## src/rtl/io_stream_write_array_pkg.sv

```systemverilog
// Shared definitions for the stream-to-array writer: FSM state encoding
// and default widths used when the parent does not override them.
package io_stream_write_array_pkg;

   typedef enum logic [1:0] {
      ST_IDLE  = 2'd0,
      ST_WRITE = 2'd1,
      ST_EMIT  = 2'd2
   } wr_state_e;

   localparam int unsigned DEF_N = 32;
   localparam int unsigned DEF_A = 8;

endpackage

```

## src/rtl/io_stream_write_array.sv

```systemverilog
// Drains a data stream into an array write port at ascending, wrapping
// addresses and announces each completed write on an address stream.
module io_stream_write_array
   import io_stream_write_array_pkg::*;
#(
   parameter int unsigned N    = DEF_N,
   parameter int unsigned A    = DEF_A,
   parameter int unsigned BASE = 0
) (
   input  logic         clk,
   input  logic         nrst,
   input  logic         in_valid,
   output logic         in_ready,
   output logic         out_valid,
   input  logic         out_ready,
   input  logic [N-1:0] sIn,
   input  logic         sIn_valid,
   output logic         sIn_ready,
   output logic [A-1:0] sOut,
   output logic         sOut_valid,
   input  logic         sOut_ready,
   output logic [A-1:0] arr_addr,
   output logic [N-1:0] arr_di,
   output logic         arr_we,
   output logic         arr_valid,
   input  logic         arr_ready
);

   wr_state_e    state_q, state_d;
   logic [A-1:0] wr_ptr_q, wr_ptr_d;
   logic [N-1:0] data_q, data_d;
   logic [A-1:0] sout_q, sout_d;
   logic [A-1:0] arr_addr_q, arr_addr_d;
   logic         arr_valid_q, arr_valid_d;
   logic         sout_valid_q, sout_valid_d;
   logic         in_ready_q, in_ready_d;
   logic         sin_ready_c;
   logic         unused_out_ready;

   assign unused_out_ready = out_ready;

   always_comb begin
      state_d     = state_q;
      wr_ptr_d    = wr_ptr_q;
      data_d      = data_q;
      sout_d      = sout_q;
      arr_addr_d  = arr_addr_q;
      sin_ready_c = 1'b0;

      case (state_q)
         ST_IDLE: begin
            sin_ready_c = in_valid;
            if (sIn_valid && in_valid) begin
               data_d     = sIn;
               arr_addr_d = wr_ptr_q;
               state_d    = ST_WRITE;
            end
         end
         ST_WRITE: begin
            if (arr_ready) begin
               sout_d   = wr_ptr_q;
               wr_ptr_d = wr_ptr_q + A'(1);
               state_d  = ST_EMIT;
            end
         end
         ST_EMIT: begin
            // Bypass: a word taken alongside the sOut handshake skips IDLE.
            sin_ready_c = in_valid & sOut_ready;
            if (sOut_ready) begin
               if (sIn_valid && in_valid) begin
                  data_d     = sIn;
                  arr_addr_d = wr_ptr_q;
                  state_d    = ST_WRITE;
               end else begin
                  state_d    = ST_IDLE;
               end
            end
         end
         default: state_d = ST_IDLE;
      endcase

      arr_valid_d  = (state_d == ST_WRITE);
      sout_valid_d = (state_d == ST_EMIT);
      in_ready_d   = (state_d == ST_IDLE);
   end

   always_ff @(posedge clk or negedge nrst) begin
      if (!nrst) begin
         state_q      <= ST_IDLE;
         wr_ptr_q     <= A'(BASE);
         data_q       <= '0;
         sout_q       <= '0;
         arr_addr_q   <= '0;
         arr_valid_q  <= 1'b0;
         sout_valid_q <= 1'b0;
         in_ready_q   <= 1'b1;
      end else begin
         state_q      <= state_d;
         wr_ptr_q     <= wr_ptr_d;
         data_q       <= data_d;
         sout_q       <= sout_d;
         arr_addr_q   <= arr_addr_d;
         arr_valid_q  <= arr_valid_d;
         sout_valid_q <= sout_valid_d;
         in_ready_q   <= in_ready_d;
      end
   end

   // sIn_ready is held low while reset is asserted even if in_valid is high.
   assign sIn_ready  = nrst & sin_ready_c;
   assign in_ready   = in_ready_q;
   assign out_valid  = in_ready_q & in_valid;
   assign sOut       = sout_q;
   assign sOut_valid = sout_valid_q;
   assign arr_addr   = arr_addr_q;
   assign arr_di     = data_q;
   assign arr_valid  = arr_valid_q;
   assign arr_we     = arr_valid_q;

endmodule

```

## config.mk

```make
export PLATFORM = sky130hd
export DESIGN_NAME = io_stream_write_array
export DESIGN_NICKNAME = d
export VERILOG_FILES = /design/src/rtl/io_stream_write_array_pkg.sv /design/src/rtl/io_stream_write_array.sv
export SDC_FILE = /design/constraint.sdc
export NUM_CORES = 1
export LEC_CHECK = 0
export CAP_MARGIN = 20
export CORE_MARGIN = 2
export CORE_UTILIZATION = 30
export DETAILED_ROUTE_END_ITERATION = 10
export GPL_TIMING_DRIVEN = 0
export PLACE_DENSITY = 0.61
export SYNTH_ARGS = -nofsm -noshare
export SYNTH_HDL_FRONTEND = slang
export SYNTH_SLANG_ARGS = --single-unit
```

## constraint.sdc

```tcl
create_clock -name clk -period 1.9 [get_ports clk]
set_clock_uncertainty 0.05 [all_clocks]
set_input_delay 0.285 -clock clk [delete_from_list [all_inputs] [get_ports clk]]
set_output_delay 0.285 -clock clk [all_outputs]
set_load 0.1 [all_outputs]
```

==> results of run 1 <==
[state kept, by name (all words and copies together), names as in the netlist]
register    flops
arr_addr        8
arr_di         32
arr_valid       1
in_ready        1
sOut            8
sOut_valid      1
state_q         2
wr_ptr_q        8
[final timing paths]
check | startpoint | end | slack (ns)
setup / recovery | arr_di[18] | arr_di[18] | 0.04
hold / removal | nrst | arr_di[21] | -0.13
setup reg to reg | state_q[1] | arr_di[23] | 0.42
hold reg to reg | sOut[7] | sOut[7] | 0.43
max in group asynchronous | nrst | in_ready | 1.52
min in group clk | sOut[7] | sOut[7] | 0.43
[logic make-up (layout without fill, tap and decap cells)]
kind of cell	Yosys count	in the layout
buf+inv	10	116
fa+ha+maj	1	1
mux	40	40
flops	61	61
simple gates	42	42
xor+xnor	7	7
compound gates	7	7
[final cells by class]
cell class	instances	area share
Clock buffer	13	0.0412
Sequential cell	61	0.422
Clock inverter	2	0.00277
Timing Repair Buffer	91	0.215
Tap cell	105	0.0363
Buffer	8	0.0201
Multi-Input combinational cell	97	0.260
Inverter	2	0.00208
[cells in the mapped netlist]
cell	n	area [um^2]
dfrtp_1	60	1500
mux2_4	38	571
nand2_1	27	101
buf_6	5	56.3
o21ai_0	5	25.0
xnor2_1	4	35.0
xor2_1	3	26.3
a21boi_0	2	15.0
inv_1	2	7.51
mux2_2	2	22.5
nand4_1	2	12.5
nor3_1	2	10.0
and2_1	1	6.26
and3b_1	1	8.76
and4b_1	1	10.0
buf_2	1	5.00
buf_4	1	7.51
clkbuf_1	1	3.75
dfstp_2	1	26.3
ha_1	1	12.5
nand2b_1	1	6.26
nand2b_2	1	8.76
nand3_1	1	5.00
nand3b_4	1	20.0
nand4b_1	1	8.76
nand4b_4	1	23.8
nor2_1	1	3.75
nor4_1	1	6.26
[stage by stage]
step / hold WS [ns] / cells
after floorplan: -0.0606 / 168
after CTS: -0.110 / 379
after global routing: -0.0939 / 379
after detailed placement: 0.379 / 364
final: -0.125 / 379
after global placement: 0.415 / 364
[layer usage]
layer	global-route usage	wire [um]	part of all wire	vias to the layer above
met3	0.0470	441	0.082	8
li1	-	-	-	768
met4	0.0643	89	0.017	0
met5	0	0	0	-
met1	0.161	2410	0.45	820
met2	0.188	2420	0.45	54
[timing repair]
action | CTS | global route
endpoints found under the setup margin | 54 | 42
gates resized for setup | 89 | 52
hold endpoints to repair | 60 | 60
==> metrics.txt, run 1 <==
Post-Synth Simple-Gate Area 0.0909; post-layout worst setup margin 0.0421 ns; Die Span Y 96.1 um; Max-Slew Margin vs Limit 0.344; Cells after Synth about 170; DRC violations left 0; maxcap violations 0; Crit Path Category reg -> out; worst-margin pin slew 0.988 ns; most common cell after layout, fill and taps aside dfrtp_1; synthesized flop and latch total 61; most frequent cells in the layout dfrtp_1 (60), mux2_4 (38), clkdlybuf4s50_1 (36), nand2_1 (27), clkbuf_2 (25); post-synthesis compound-gate area fraction 0.0157; failing checks negative hold slack; R2R depth 4; CTS Buffer Depth 2; Core Rows 33; initial antenna violation count 0; Area Overhead vs Synth 42.1%; drt pass-1 iters 3; total CTS buffers 9; crit path time final between 1.5 and 2 ns; vias in the first global route 1,695; Yosys warning total 0; Initial Utilization 0.310; clk slew on worst S/H paths 0.07 ns; Clock Tree Root clkbuf_8; Skew-Pair Late Insertion Delay 0.33 ns; HPWL Detailed 3.73 mm; first-pass GRT wire length 8.62 mm; Vias 1,650; crit-path max cell delay 0.84 ns; I/O Buffers 91; Stages on worst setup path 1; critical path data arrival time between 1.5 and 2 ns; H-tree depth 3; hold crit path type in -> async; Fmax approximately 0.54 GHz; largest net degree at the start of global routing 63; Mapped Area 2550 um^2; status finished, violations left; share of cells above drive strength 1 0.343; Diodes inserted 0; WP data required between 1.5 and 2 ns; Startpoint Class flip-flop; routed len/inst 14.1 um; GRT Total Usage 0.126; storage element area ~1500 um^2; die area 9240 um^2; pre-CTS setup slack -0.843 ns; area taken by multi-input logic gates 940 um^2; io pins 93; final period utilization 0.978; mux contribution to synthesized area 0.233; Synth Area in Adders 0.00491; Layout Nets 310; syn_area_per_cell 15.2 um^2; xor/xnor share of the synthesized area 0.0241; Final Hold Viols 60; worst hold slack -0.125 ns; antenna viol nets, final 0; largest family of logic cells by synthesized area multiplexers; post-synthesis sequential area ratio 0.600; via density per instance 4.35; Final Util 0.440; Core ar. 8220 um^2; Buf+Inv Stages, Crit Path 1; crit path max-delay cell type clkdlybuf4s15_1; RSZ-0062 raised after global routing false; final setup fails 0; routed wire length 5.36 mm; global placement routability congestion between 0.7 and 0.8; cell area after layout approximately 3600 um^2; synth unique cells 28; Initial DRC Count 25; setup TNS 0 ns; crit-path max FO 2; Post-DP Area about 3600 um^2; Setup Fix Bufs, Post-CTS 0; DIE WIDTH around 96 um; TritonCTS clock tree yes; fillers 798; fin. max-slew vios 0; worst-path cell chain clkdlybuf4s15_1; syn_nets 208; GRT overflow 0; CP top delay family buffers and inverters; CP endpoint kind output port; Num Clock Sinks 61
Power of run 1 is not shown: default switching activity piles up to over one toggle a cycle in this logic, so the estimate is an artifact.
==> inputs of run 2 (changes only) <==
CORE_MARGIN = 1.5   (was 2)
==> run 2 against run 1 <==
- the run still ends with negative hold slack left
- hold slack better by 0.0056 ns
- routed wire length shrank 2.0%
- fmax is 0.75% higher
- clock-buffer cell count up 1
- cell area is 0.10% lower
- die area down 2.1%
- first-iteration DRC count increased by 72%
- via count is the same
- critical path depth is the same
==> metrics.txt, run 2 (same netlist as run 1, synthesis figures left out) <==
GRT Total Usage 0.123; H-tree depth 3; vias in the first global route around 1,600; worst hold slack -0.120 ns; Core Rows 33; max reg flops 32; most common cell after layout, fill and taps aside dfrtp_1; critical path data arrival time 1.51 ns; Max-Slew Margin vs Limit 0.360; non-filler cells in the finished layout 380; status finished, violations left; crit-path max cell delay slightly above 0.8 ns; Setup Fix Bufs, Post-CTS 0; io pins 93; die area 9050 um^2; DRC violations left 0; final period utilization 0.971; routed len/inst 13.8 um; clk slew on worst S/H paths 0.06 ns; Core ar. 8220 um^2; failing checks negative hold slack; Crit Path Category reg -> out; Startpoint Class flip-flop; largest net degree at the start of global routing 63; hold crit path type in -> async; Final Hold Viols 60; Area Overhead vs Synth 41.9%; first-pass GRT wire length 8.25 mm; crit path max-delay cell type clkdlybuf4s15_1; Clock Tree Root clkbuf_8; total CTS buffers 9; GRT overflow 0; antenna viol nets, final 0; RSZ-0062 raised after global routing false; Die Span Y 95.1 um; Num Clock Sinks 61; Vias 1,650; Fmax 0.542 GHz; most frequent cells in the layout dfrtp_1 (60), mux2_4 (38), clkdlybuf4s50_1 (36), nand2_1 (27), clkbuf_2 (25); I/O Buffers slightly above 90; crit-path max FO 2; fin. max-slew vios 0; worst-margin pin slew 0.964 ns; setup TNS 0 ns; share of cells above drive strength 1 0.342; CTS Buffer Depth 2; TritonCTS clock tree yes; initial antenna violation count 0; Layout Nets 310; post-layout worst setup margin 0.0559 ns; Skew-Pair Late Insertion Delay 0.33 ns; crit path time final 1.84 ns; Initial DRC Count 43; drt pass-1 iters 4; WP data required 1.56 ns; DIE WIDTH 95.1 um; Buf+Inv Stages, Crit Path 1; Initial Utilization 0.310; worst-path cell chain clkdlybuf4s15_1; Diodes inserted 0; CP top delay family buffers and inverters; routed wire length around 5.3 mm; maxcap violations 0; global placement routability congestion around 0.7; HPWL Detailed roughly 3.5 mm; pre-CTS setup slack -0.821 ns; CP endpoint kind output port; final setup fails 0; post-placement cell count 364; via density per instance 4.34
[run 2: cell types whose count changed in the layout (fill, tap and decap cells not counted)]
cell	before	now
clkbuf_4	0	1
clkbuf_8	10	9
buf_4	2	1
clkbuf_1	4	6
dlygate4sd2_1	2	1
clkdlybuf4s15_2	2	3
[run 2: final cells by class]
| type | instances | area (um^2) |
|---|---|---|
| sequential | 61 | 1530 |
| inverter | 2 | 7.51 |
| buffer | 8 | 72.6 |
| timing repair buffer | 91 | 782 |
| clock inverter | 2 | 10.0 |
| clock buffer | 14 | 143 |
| multi-input combinational | 97 | 940 |
| fill | 795 | 4600 |
| tap | 105 | 131 |
[run 2: worst paths after layout]
path	end	depth (start not counted)	slack (ns)	from
setup / recovery	arr_addr[4]	1	0.06	arr_addr[4]
hold / removal	arr_di[20]	1	-0.12	nrst
setup reg to reg	arr_di[7]	4	0.41	state_q[1]
hold reg to reg	sOut[0]	2	0.43	sOut[0]
max in group asynchronous	arr_di[8]	1	1.55	nrst
min in group clk	sOut[0]	2	0.43	sOut[0]
[run 2: through the flow]
stage / instance area, um^2 / utilization
2_1_floorplan: 2550 / -
3_3_place_gp: 3590 / 0.437
3_5_place_dp: 3590 / 0.437
4_1_cts: 3700 / 0.451
5_1_grt: 3610 / 0.440
6_report: 3610 / 0.440
[run 2: routing by layer]
metal	global-route usage	wire length, um	vias up
li1	-	-	777
met2	0.189	2300	61
met4	0.0410	62	0
met5	0	0	-
met1	0.152	2430	807
met3	0.0566	452	5
[run 2: what timing repair did]
action,4_1_cts,5_1_grt
endpoints found under the setup margin,54,49
gates cloned,0,0
endpoints found under the hold margin,60,60
resized for setup,84,59
Power of run 2 is left out for the same reason.
==> inputs of run 3 (changes only) <==
CAP_MARGIN = not set   (was 20)
==> results of run 3 <==
Same layout as run 2: the final DEF is identical, and so are final timing and power.
Power of run 3 is left out for the same reason.
==> RTL change, RTL diff (config.mk and constraints of run 1) <==
Set the package constant `DEF_A` to 4 (it was 8).
--- a/src/rtl/io_stream_write_array_pkg.sv
+++ b/src/rtl/io_stream_write_array_pkg.sv
@@ -9,7 +9,7 @@
    } wr_state_e;
 
    localparam int unsigned DEF_N = 32;
-   localparam int unsigned DEF_A = 8;
+   localparam int unsigned DEF_A = 4;
 
 endpackage
 
Interface: changed (resized arr_addr and sOut); port bits go from 93 to 85. No check against the original RTL was run, so the function may have changed too.
==> RTL change against run 1 <==
  * Sequential share of layout area decreased by 1.4 points
  * Synthesized area decreased by 22%
  * Sequential cell count decreased by 12
  * Count of clock-buffer cells in the layout decreased by 7
  * Die area decreased by 22%
  * Worst setup slack improved by 2.5 ps
  * Cell area decreased by 17%
  * Routed wire length decreased by 25%
Power is left out: the tool's default activity adds up to more than one toggle a clock period on the data nets, which glitch-free logic cannot reach.
==> RTL change: results (changes against run 1) <==
Status:
- The run finished with clean final reports.

Critical path:
- The highest net fanout along the worst path is 2 (unchanged).
- The master of the slowest instance on the critical path is sky130_fd_sc_hd__dlygate4sd2_1.
- The stage delay of the slowest cell on the critical path came to 860 ps (+20 ps).

Detailed routing:
- The starting DRC count in detailed routing is 52 (+110%).
- The iteration count of the initial detailed-routing pass came to 4 (+1).
- The average wire length per cell after detail routing was 13.79 µm (-2.5%).
- The detail-routed via count per cell is 4.421 (+1.5%).
- The routed wire length was 3.999 mm (-25%).

Synthesis:
- The synthesized area per cell is 16.73 µm² (+10%).
- The net count after synthesis is 158 (-24%).
- The distinct cell type count of the synthesized netlist is 23 (-18%).
- The sequential-to-total area share from yosys stat is 62.17% (+2.2 points).

Global route:
- The first-pass GRT wire length is 6.768 mm (-21%).
- The largest net degree at the start of global routing is 31 (-51%).

Place:
- The post-place instance area was 2918 µm² (-19%).
- The last weighted congestion value of the routability-driven placer is 0.6532 (-13%).
- The post-detailed-placement half-perimeter wirelength is 2.844 mm (-24%).
- The number of input and output port buffers inserted came to 83 (-8.8%).
- The post-placement cell count is 279 (-23%).

Clock tree:
- The clock latency at the later pin of the worst-skew pair is 300 ps (-30 ps).
- The clock-pin slew reported for the worst setup and hold paths after clock tree synthesis is 90 ps (+20 ps).
- The number of buffers inserted during clock tree synthesis is 5 (-4).
- The level count of the clock H-tree is 2 (-1).

Final layout:
- The layout cell share with drive strength beyond 1 is 30.52% (-3.8 points).
- The count of nets after finishing was 252 (-19%).

Timing:
- The headroom to the max-slew limit came to 35.00% (+0.62 points).

Min path:
- The worst hold path belongs to the class reg2reg.
RTL change: area by class of cell:
type                       instances  area, µm²
timing repair buffer              87      850.8
sequential                        49       1227
clock buffer                       6      72.57
multi-input combinational         61      683.2
buffer                             6      57.56
fill                             580       3341
clock inverter                     2      13.76
inverter                           2      7.507
tap                               77      96.34
RTL change: kinds of logic (layout without fill, tap and decap cells):
family | after synthesis | in the layout | share of synthesized area (%)
simple gates | 10 | 10 | 3.993
fa+ha+maj | 1 | 1 | 0.6336
xor+xnor | 3 | 3 | 1.331
compound gates | 6 | 6 | 1.774
mux | 41 | 41 | 26.81
buf+inv | 8 | 103 | 3.295
flops | 49 | 49 | 62.17
RTL change: final timing paths:
path / startpoint / to / slack, ps / cells past startpoint
min in group asynchronous: nrst / wr_ptr_q[1] / 500 / 4
max: arr_di[8] / arr_di[8] / 40 / 1
max in group asynchronous: nrst / arr_di[9] / 550 / 3
min: wr_ptr_q[3] / wr_ptr_q[3] / 450 / 1
min reg2reg: wr_ptr_q[3] / wr_ptr_q[3] / 450 / 1
max reg2reg: state_q[1] / arr_di[9] / 390 / 5
RTL change: what timing repair did:
item / 4_1_cts / 5_1_grt
gates resized for setup: 59 / 17
hold buffers: 3 / 0
endpoints found under the hold margin: 18 / 0
setup endpoints to repair: 46 / 34
RTL change: stage by stage:
step                TNS, ps  hold slack (ps)  setup WS, ps
floorplan                 0           -60.59         167.7
global placement     -56340            437.4         -2507
detailed placement    -1501            224.4        -815.6
CTS                       0            452.2         15.45
global route              0            469.9         3.322
finish                    0            446.8         44.61
RTL change: layer usage:
| metal | vias to the layer above | part of all wire, % | track usage, % | wire length [µm] |
|---|---|---|---|---|
| met2 | 40 | 49 | 18.47 | 1964 |
| li1 | 600 | - | - | - |
| met1 | 635 | 43 | 15.55 | 1733 |
| met3 | 7 | 5.9 | 3.405 | 236 |
| met5 | - | 0 | 0 | 0 |
| met4 | 0 | 1.6 | 4.762 | 65 |
